$ cat src/rtl/des_hash_pkg.sv
// Shared types, constants and byte-mapping helpers for the S-box hash core.
// Holds the FSM state encoding, the chaining-value seed and the S-box table.
package des_hash_pkg;

    localparam logic [2:0] S_IDLE  = 3'd0;
    localparam logic [2:0] S_LOAD  = 3'd1;
    localparam logic [2:0] S_ROUND = 3'd2;
    localparam logic [2:0] S_FINAL = 3'd3;
    localparam logic [2:0] S_DONE  = 3'd4;

    typedef enum logic [2:0] {
        ST_IDLE  = S_IDLE,
        ST_LOAD  = S_LOAD,
        ST_ROUND = S_ROUND,
        ST_FINAL = S_FINAL,
        ST_DONE  = S_DONE
    } state_e;

    localparam logic [31:0] H_INIT = 32'h4B71DF03;

    // Row r occupies bits [64r+63:64r]; column c is nibble c within the row.
    localparam logic [255:0] SBOX_TBL = {
        64'h354A90F6D2E17C8B,
        64'hE0365C9F87DAB124,
        64'h6893AF051D74C2BE,
        64'h9E0DF3586BA714C2
    };

    function automatic logic [3:0] sbox(input logic [5:0] x);
        logic [7:0] idx;
        idx = {x[5], x[0], x[4:1], 2'b00};
        return SBOX_TBL[idx +: 4];
    endfunction

    function automatic logic [5:0] m6(input logic [7:0] m);
        return {m[3] ^ m[2], m[1], m[0], m[7], m[6], m[5] ^ m[4]};
    endfunction

    function automatic logic [5:0] c6(input logic [7:0] b);
        return {b[7] ^ b[1], b[3], b[2], b[5] ^ b[0], b[4], b[6]};
    endfunction

    function automatic logic [3:0] rotl4(input logic [3:0] x,
                                         input logic [1:0] r);
        logic [7:0] d;
        d = {x, x} << r;
        return d[7:4];
    endfunction

endpackage

$ cat src/rtl/des_sbox_hash_core_if.sv
// Message-in / digest-out handshake bundle for the S-box hash core.
// master drives the message, slave is the core.
interface des_sbox_hash_core_if #(
    parameter int LEN_W = 64
);
    logic             start;
    logic [LEN_W-1:0] msg_len;
    logic             in_valid;
    logic [7:0]       in_byte;
    logic             in_ready;
    logic             digest_valid;
    logic             digest_ready;
    logic [31:0]      digest;
    logic             busy;

    modport master (
        output start, msg_len, in_valid, in_byte, digest_ready,
        input  in_ready, digest_valid, digest, busy
    );

    modport slave (
        input  start, msg_len, in_valid, in_byte, digest_ready,
        output in_ready, digest_valid, digest, busy
    );
endinterface

$ cat src/rtl/des_hash_round.sv
// One combinational compression round: each nibble takes its upper
// neighbour, mixes in s and rotates by half its index.
module des_hash_round
    import des_hash_pkg::*;
(
    input  logic [3:0]      s_i,
    input  logic [7:0][3:0] h_i,
    output logic [7:0][3:0] h_o
);

    for (genvar i = 0; i < 8; i++) begin : g_nib
        assign h_o[i] = rotl4(h_i[(i + 1) % 8] ^ s_i, 2'(i / 2));
    end

endmodule

$ cat src/rtl/des_sbox_hash_core.sv
// Byte-serial S-box hash with a length-mixing final round.
// Optional DES_HASH_ABORT_EN adds an abort input for LOAD/ROUND.
module des_sbox_hash_core
    import des_hash_pkg::*;
#(
    parameter int NUM_ROUNDS       = 4,
    parameter int ROUNDS_PER_CYCLE = 4,
    parameter int LEN_W            = 64
) (
    input logic clk,
    input logic rst_n,
`ifdef DES_HASH_ABORT_EN
    input logic abort,
`endif
    des_sbox_hash_core_if.slave bus
);

    localparam int RPC = (ROUNDS_PER_CYCLE > 0) ?
                         ROUNDS_PER_CYCLE : 1;
    localparam int CYC = (NUM_ROUNDS / RPC > 0) ?
                         NUM_ROUNDS / RPC : 1;
    localparam logic [4:0] RND_LAST = 5'(CYC - 1);

    if (NUM_ROUNDS < 1 || NUM_ROUNDS > 16) begin : g_bad_nr
        $fatal(1, "NUM_ROUNDS must be 1..16");
    end
    if (ROUNDS_PER_CYCLE < 1 ||
        NUM_ROUNDS % RPC != 0) begin : g_bad_rpc
        $fatal(1, "ROUNDS_PER_CYCLE must divide NUM_ROUNDS");
    end
    if (LEN_W < 8 || LEN_W > 64) begin : g_bad_len
        $fatal(1, "LEN_W must be 8..64");
    end

    state_e           state_q, state_d;
    logic [7:0][3:0]  h_q, h_d;
    logic [LEN_W-1:0] cnt_q, cnt_d;
    logic [LEN_W-1:0] len_q, len_d;
    logic [7:0]       byte_q, byte_d;
    logic [4:0]       rnd_q, rnd_d;
    logic [31:0]      dig_q, dig_d;
    logic             abort_w;

`ifdef DES_HASH_ABORT_EN
    assign abort_w = abort;
`else
    assign abort_w = 1'b0;
`endif

    logic [3:0]      s_w;
    logic [7:0][3:0] chain_w [RPC+1];

    assign s_w        = sbox(m6(byte_q));
    assign chain_w[0] = h_q;

    for (genvar k = 0; k < RPC; k++) begin : g_rnd
        des_hash_round u_round (
            .s_i (s_w),
            .h_i (chain_w[k]),
            .h_o (chain_w[k+1])
        );
    end

    // Final round: every nibble gets its own S-box value, one per length byte.
    logic [63:0]     len64_w;
    logic [7:0][3:0] fin_w;

    assign len64_w = 64'(len_q);

    for (genvar i = 0; i < 8; i++) begin : g_fin
        assign fin_w[i] = rotl4(
            h_q[(i + 1) % 8] ^ sbox(c6(len64_w[8*i +: 8])),
            2'(i / 2));
    end

    always_comb begin
        state_d = state_q;
        h_d     = h_q;
        cnt_d   = cnt_q;
        len_d   = len_q;
        byte_d  = byte_q;
        rnd_d   = rnd_q;
        dig_d   = dig_q;
        unique case (state_q)
            ST_IDLE: begin
                if (bus.start) begin
                    len_d   = bus.msg_len;
                    cnt_d   = bus.msg_len;
                    h_d     = H_INIT;
                    state_d = (bus.msg_len != '0) ?
                              ST_LOAD : ST_FINAL;
                end
            end
            ST_LOAD: begin
                if (abort_w) begin
                    state_d = ST_IDLE;
                end else if (bus.in_valid) begin
                    byte_d  = bus.in_byte;
                    cnt_d   = cnt_q - LEN_W'(1);
                    rnd_d   = '0;
                    state_d = ST_ROUND;
                end
            end
            ST_ROUND: begin
                if (abort_w) begin
                    rnd_d   = '0;
                    state_d = ST_IDLE;
                end else begin
                    h_d = chain_w[RPC];
                    if (rnd_q == RND_LAST) begin
                        rnd_d   = '0;
                        state_d = (cnt_q != '0) ?
                                  ST_LOAD : ST_FINAL;
                    end else begin
                        rnd_d = rnd_q + 5'd1;
                    end
                end
            end
            ST_FINAL: begin
                dig_d   = fin_w;
                state_d = ST_DONE;
            end
            ST_DONE: begin
                if (bus.digest_ready) begin
                    state_d = ST_IDLE;
                end
            end
            default: state_d = ST_IDLE;
        endcase
    end

    always_ff @(posedge clk or negedge rst_n) begin
        if (!rst_n) begin
            state_q <= ST_IDLE;
            h_q     <= H_INIT;
            cnt_q   <= '0;
            len_q   <= '0;
            byte_q  <= '0;
            rnd_q   <= '0;
            dig_q   <= '0;
        end else begin
            state_q <= state_d;
            h_q     <= h_d;
            cnt_q   <= cnt_d;
            len_q   <= len_d;
            byte_q  <= byte_d;
            rnd_q   <= rnd_d;
            dig_q   <= dig_d;
        end
    end

    assign bus.in_ready     = (state_q == ST_LOAD);
    assign bus.digest_valid = (state_q == ST_DONE);
    assign bus.digest       = dig_q;
    assign bus.busy         = (state_q != ST_IDLE);

endmodule

$ cat src/flat_wrapper.sv
// flat-port wrapper written by rule: the top's interface ports become plain ports
module des_sbox_hash_core_flat import des_hash_pkg::*;
#(
    parameter int NUM_ROUNDS       = 4,
    parameter int ROUNDS_PER_CYCLE = 4,
    parameter int LEN_W            = 64
)
  (clk, rst_n, bus_start, bus_msg_len, bus_in_valid, bus_in_byte, bus_digest_ready, bus_in_ready, bus_digest_valid, bus_digest, bus_busy);
  des_sbox_hash_core_if #(.LEN_W(LEN_W)) bus_i ();
  input logic clk;
  input logic rst_n;
  input wire logic [$bits(bus_i.start)-1:0] bus_start;
  input wire logic [$bits(bus_i.msg_len)-1:0] bus_msg_len;
  input wire logic [$bits(bus_i.in_valid)-1:0] bus_in_valid;
  input wire logic [$bits(bus_i.in_byte)-1:0] bus_in_byte;
  input wire logic [$bits(bus_i.digest_ready)-1:0] bus_digest_ready;
  output wire logic [$bits(bus_i.in_ready)-1:0] bus_in_ready;
  output wire logic [$bits(bus_i.digest_valid)-1:0] bus_digest_valid;
  output wire logic [$bits(bus_i.digest)-1:0] bus_digest;
  output wire logic [$bits(bus_i.busy)-1:0] bus_busy;
  assign bus_i.start = bus_start;
  assign bus_i.msg_len = bus_msg_len;
  assign bus_i.in_valid = bus_in_valid;
  assign bus_i.in_byte = bus_in_byte;
  assign bus_i.digest_ready = bus_digest_ready;
  assign bus_in_ready = bus_i.in_ready;
  assign bus_digest_valid = bus_i.digest_valid;
  assign bus_digest = bus_i.digest;
  assign bus_busy = bus_i.busy;
  des_sbox_hash_core #(.NUM_ROUNDS(NUM_ROUNDS), .ROUNDS_PER_CYCLE(ROUNDS_PER_CYCLE), .LEN_W(LEN_W)) u_core (.clk(clk), .rst_n(rst_n), .bus(bus_i));
endmodule
$ cat config.mk
export PLATFORM = sky130hd
export DESIGN_NAME = des_sbox_hash_core_flat
export DESIGN_NICKNAME = d
export VERILOG_FILES = /design/src/rtl/des_hash_pkg.sv /design/src/rtl/des_sbox_hash_core_if.sv /design/src/rtl/des_hash_round.sv /design/src/rtl/des_sbox_hash_core.sv /design/src/flat_wrapper.sv
export SDC_FILE = /design/constraint.sdc
export NUM_CORES = 1
export LEC_CHECK = 0
export CAP_MARGIN = 40
export CORE_MARGIN = 2
export CORE_UTILIZATION = 27
export CTS_CLUSTER_SIZE = 25
export DETAILED_ROUTE_END_ITERATION = 8
export PLACE_DENSITY = 0.44
export SYNTH_ARGS = -nofsm -noshare
export SYNTH_HDL_FRONTEND = slang
export SYNTH_SLANG_ARGS = --single-unit
$ cat constraint.sdc
create_clock -name clk -period 4.4 [get_ports clk]
set_input_delay 0.88 -clock clk [delete_from_list [all_inputs] [get_ports clk]]
set_output_delay 0.88 -clock clk [all_outputs]
set_load 0.01 [all_outputs]
==> impl_metrics.toml, run 1 <==
[timing]
slew_violations = 0
hold_viol = 0
period_needed_ns = 3.56
slew-limit-headroom_pct = 36.4
fmax_ghz = 0.281
tightest_slew_ns = 0.954
setup_viol = 0
skew_ns = 0.0259
rsz0062_at_grt = "no"
min_period_over_period_pct = 80.8
whs_ns = 0.276
tns_ns = 0

[floorplanning]
die_x_um = 246
die_h_um = 246
ios = 112
core-area_um2 = 57900
rows = 88
die_area_um2 = 60700
start_util_pct = 27.4

[route]
drt.antenna.violating_nets = 0
wl_met1_um = 25800
vias = 14700
viasPerCell = 5.32
routed_wl_um = 52200
wl_met3_um = 2740
avgRoutedWirePerCell_um = 18.8
drc_errors = 0
drt-pass1-iter-count = 5
drt-initial-drc-count = 1059
route.met2.wl_um = 22600
top_layer = "met4"

[clock_network]
clkLatencyLatePin_ns = 0.57
ctsResizeCount = 0
cts_made_buffers = 28
cts_sinks = 208
cts_max_level = 1
postCtsSetupBuffers = 0
cts-hold-fix-buffers = 0
cts.clk_slew.worst_paths_ns = 0.06
cts_buffer_depth = 3
root_buffer = "clkbuf_16"
cts_tree = "done"

[setup_path]
r2r_cells = 9
reg2reg_to = "u_core.bus.digest[25]"
crit_path_top_delay_cell = "xor2_1"
crit_required_ns = 4.80
cp-end-kind = "flip-flop"
critical_path.cell_chain = "xor2_1 > clkinv_1 > ha_1 > nor2_1 > a21oi_1 > mux4_2 > mux2i_1 > xor2_1 > o21ai_0"
rr_startpoint = "u_core.len64_w[48]"
cpMostUsedCell = "xor2_1"
r2r_slack_ns = 0.84
start_kind = "flip-flop"
cp.arrival_ns = 3.95
crit_start = "u_core.len64_w[48]"
critPathMaxStageDelay_ns = 0.70
path_max_fanout = 11
worstSetupPathType = "reg -> reg"
crit_end = "u_core.bus.digest[25]"

[yosys]
syn_area_per_cell_um2 = 8.14
synth.net_count = 2093
ys_async_sr_fraction_pct = 100
synth-edff-count = 0
synthFlopType = "dfrtp_1"
ys_ff_latch = 208
ys_seq_area_share_pct = 32.9
synth.yosys.warnings = 0
synthCells = 1949
synth.distinct_cells = 83
syn_area_um2 = 15900

[global_routing]
grt_max_degree = 87
grt_pass1_wl_um = 82300
grt_pass1_vias = 13900
grt_remaining_overflow = 0
antenna_found_initial = 0
groute.usage.overall_pct = 17.0

[place]
io_buffer_count = 111
place_area_um2 = 17800
dp_hpwl_um = 37700
gp_congestion = 0.877

[min_path]
hp-class = "in -> async"

[final_layout]
final_area_um2 = 18700
mostFrequentLayoutCell = "nand2_1"
syn2layout_area_growth_pct = 17.7
fin_nets = 2128
diodes = 0
drive_above_1_share_pct = 7.48
nFillCells = 6172
layout_common_cells = "343 x nand2_1, 191 x dfrtp_1, 181 x o21ai_0, 123 x nor2_1, 123 x a21oi_1"

[flow_run]
drv_cap = 0

[outcome]
outcome = "completed"
## state kept, by name, summed over array words and instances, names as in the netlist
register and count:
u_core.state_q 3, u_core.chain_w 32, u_core.byte_q 8, u_core.cnt_q 64, u_core.rnd_q 5, u_core.bus.digest 32, u_core.len64_w 64
## layer usage
layer  GRT usage [%]  vias to the layer above
li1                -                     7129
met1            25.7                     7143
met2            25.5                      417
met3            1.86                       55
met4            4.18                        0
met5               0                        -
## logic make-up after synthesis
family	count (synthesis)	synth area share, %
DFF	208	32.9
buffers and inverters	189	4.53
xor gates and xnor gates	113	7.72
and+or+nand+nor	745	22.0
adders and majority gates	67	5.28
AOI/OAI and AO/OA	592	24.1
muxes	35	3.42
## critical path: cells and delay by family, from the launching register on
| family | cells | cell delay (ns) |
|---|---|---|
| XOR/XNOR | 2 | 0.93 |
| multiplexers | 2 | 0.72 |
| buffers and inverters | 1 | 0.56 |
| adder cells (fa/ha/maj) | 1 | 0.41 |
| flip-flops | 1 | 0.39 |
| AO/OA/AOI/OAI | 2 | 0.21 |
| AND/OR/NAND/NOR | 1 | 0.18 |
## synthesized netlist by cell type (all sizes together), types with 11 or more instances
cell type    n  area (um^2)
o211ai      33          248
mux2i       16          160
a32oi       11          104
nand2b      39          244
o21ai      181          906
or4         12         93.8
nor4        29          209
inv         44          165
dfstp       17          447
xnor3       16          360
dfrtp      191         4780
o31ai       11         82.6
or3         33          216
nand3b      13         97.6
nand2      345         1300
xnor2       60          533
o22ai       32          200
xor2        37          332
nor3        45          235
ha          67          838
a31oi       23          144
buf         21         88.8
a21oi      124          624
a22o        13          114
nor2       124          465
o22a        12          105
mux4        15          338
o311ai      16          140
o2bb2ai     12          105
a22oi       19          143
and2        13         82.6
a211oi      17          128
clkbuf     121          454
nand3       54          293
## stage by stage
| stage | setup slack (ns) | instances | utilization (%) |
|---|---|---|---|
| finish | 0.845 | 2771 | 32.3 |
| global route | 0.609 | 2771 | 32.3 |
| CTS | 0.872 | 2771 | 32.3 |
| detailed placement | 0.886 | 2719 | 30.7 |
| global placement | 0.941 | 2713 | 30.5 |
| floorplan | 1.30 | 1949 | - |
## worst min path at each step
stage | cells after the start | from | end | slack (ns)
2_1_floorplan | 1 | u_core.rnd_q[4] | u_core.rnd_q[4] | 0.45
3_3_place_gp | 2 | u_core.bus.digest[18] | u_core.bus.digest[18] | 0.47
3_5_place_dp | 2 | u_core.bus.digest[6] | u_core.bus.digest[6] | 0.48
4_1_cts | 1 | rst_n | u_core.len64_w[10] | 0.33
5_1_grt | 1 | rst_n | u_core.len64_w[11] | 0.34
6_report | 1 | rst_n | u_core.len64_w[11] | 0.28
## layout make-up
cell class	instances	area (um^2)	area share [%]
clock buffers	45	826	4.42
multi-input cells	1552	9940	53.2
repair buffers	147	1470	7.88
flip-flops and latches	208	5230	28.0
inverters	47	176	0.944
well taps	765	957	5.12
clock inverters	7	87.6	0.469
Power of run 1 is left out: the tool's default activity adds up to more than one toggle a clock period on the data nets, which glitch-free logic cannot reach.
==> run 2, diff against run 1 <==
- clock period: 4.4 -> 3.4 ns (I/O delays scaled with it)
==> impl_metrics.toml, run 2 (synthesized netlist as in run 1, its figures left out) <==
[outcome]
outcome = "completed"

[setup_path]
critPathMaxStageDelay_ns = 0.68
crit_path_top_delay_cell = "xor2_1"
rr_startpoint = "u_core.len64_w[48]"
cp-end-kind = "flip-flop"
crit_start = "u_core.len64_w[48]"
cpMostUsedCell = "o21ai_0"
reg2reg_to = "u_core.bus.digest[26]"
critical_path.cell_chain = "xor2_1 > clkinv_1 > buf_4 > ha_1 > and2_1 > o311ai_0 > o21ai_0 > o21ai_0 > xnor2_1 > o21ai_0"
cp.depth = 10
r2r_cells = 10
path_delay_family = "XOR/XNOR gates"
cp_num_buf_inv = 2
cp.arrival_ns = 3.36
worstSetupPathType = "reg -> reg"
path_max_fanout = 11
start_kind = "flip-flop"
crit_end = "u_core.bus.digest[26]"
r2r_slack_ns = 0.46
crit_required_ns = 3.82

[clock_network]
cts_made_buffers = 26
clkLatencyLatePin_ns = 0.55
cts_tree = "done"
cts_sinks = 208
postCtsSetupBuffers = 0
cts_buffer_depth = 3
cts-hold-fix-buffers = 0
cts.clk_slew.worst_paths_ns = 0.06
root_buffer = "clkbuf_16"
cts_max_level = 1
ctsResizeCount = 0

[final_layout]
nFillCells = 6150
drive_above_1_share_pct = 9.00
layout_common_cells = "343 x nand2_1, 191 x dfrtp_1, 181 x o21ai_0, 123 x nor2_1, 123 x a21oi_1"
diodes = 0
mostFrequentLayoutCell = "nand2_1"
fin_nets = 2158
syn2layout_area_growth_pct = 19.1

[route]
drc_errors = 0
drt.antenna.violating_nets = 0
routed_wl_um = 52700
drt-initial-drc-count = 1124
avgRoutedWirePerCell_um = 18.8
viasPerCell = 5.27
vias = 14800
drt-pass1-iter-count = 5

[floorplanning]
die_area_um2 = 60700
ios = 112
die_h_um = 246
die_x_um = 246
core-area_um2 = 57900
start_util_pct = 27.4
rows = 88

[global_routing]
groute.usage.overall_pct = 17.0
grt_remaining_overflow = 0
grt_pass1_wl_um = 82100
antenna_found_initial = 1
grt_pass1_vias = 13800
grt_max_degree = 94

[timing]
tightest_slew_ns = 0.901
min_period_over_period_pct = 86.5
period_needed_ns = 2.94
hold_viol = 0
setup_viol = 0
tns_ns = 0
skew_ns = 0.0165
slew-limit-headroom_pct = 39.9
rsz0062_at_grt = "no"
fmax_ghz = 0.340
slew_violations = 0

[place]
gp_congestion = 0.849
io_buffer_count = 111
dp_hpwl_um = 39000

[min_path]
hp-class = "in -> async"

[flow_run]
drv_cap = 0
==> run 2: cell types whose count changed in the layout (fill, tap and decap cells not counted) <==
cell       previous run  this run
buf_16                2         4
buf_4                30        61
buf_8                 2         1
bufinv_16             2         1
clkbuf_1             12         7
clkbuf_16            29        27
clkbuf_8              4         7
clkinv_2              4         5
==> run 2: worst min path at each step <==
stage,start,to,slack [ns]
2_1_floorplan,rst_n,u_core.bus.digest[0],0.38
3_3_place_gp,u_core.bus.digest[1],u_core.bus.digest[1],0.47
3_5_place_dp,u_core.bus.digest[19],u_core.bus.digest[19],0.47
4_1_cts,rst_n,u_core.len64_w[14],0.009
5_1_grt,rst_n,u_core.len64_w[14],0.01
6_report,rst_n,u_core.len64_w[14],0.04
==> run 2: area by class of cell <==
cell class	count	area (um^2)	share of cell area, %
clock buffers	41	798	4.22
clock inverters	7	62.6	0.331
flip-flops and latches	208	5230	27.6
inverters	47	176	0.933
repair buffers	179	1740	9.23
well taps	765	957	5.06
multi-input cells	1552	9940	52.6
==> run 2: through the flow <==
stage	cell area [um^2]	setup WS [ns]	hold WS, ns	cells	utilization (%)
2_1_floorplan	15900	0.295	0.384	1949	-
3_3_place_gp	17900	0.386	0.469	2747	31.0
3_5_place_dp	18000	0.432	0.469	2751	31.2
4_1_cts	18900	0.419	0.00907	2799	32.6
5_1_grt	18900	0.136	0.0135	2799	32.6
6_report	18900	0.460	0.0423	2799	32.6
==> run 2: metal layers <==
metal | vias to the layer above | track usage, % | routed length [um]
met4 | 2 | 4.25 | 1110
li1 | 7204 | - | -
met5 | - | 0 | 10
met3 | 58 | 2.04 | 2410
met1 | 7141 | 24.8 | 25500
met2 | 355 | 26.6 | 23700
==> run 2: worst register-to-register path, delay by kind of cell, from the launching register on <==
| family | cells | cell delay [ns] |
|---|---|---|
| XOR/XNOR | 2 | 0.84 |
| buffers and inverters | 2 | 0.46 |
| AO/OA/AOI/OAI | 4 | 0.78 |
| AND/OR/NAND/NOR | 1 | 0.16 |
| adder cells (fa/ha/maj) | 1 | 0.20 |
| flip-flops | 1 | 0.39 |
Power of run 2 is left out for the same reason.
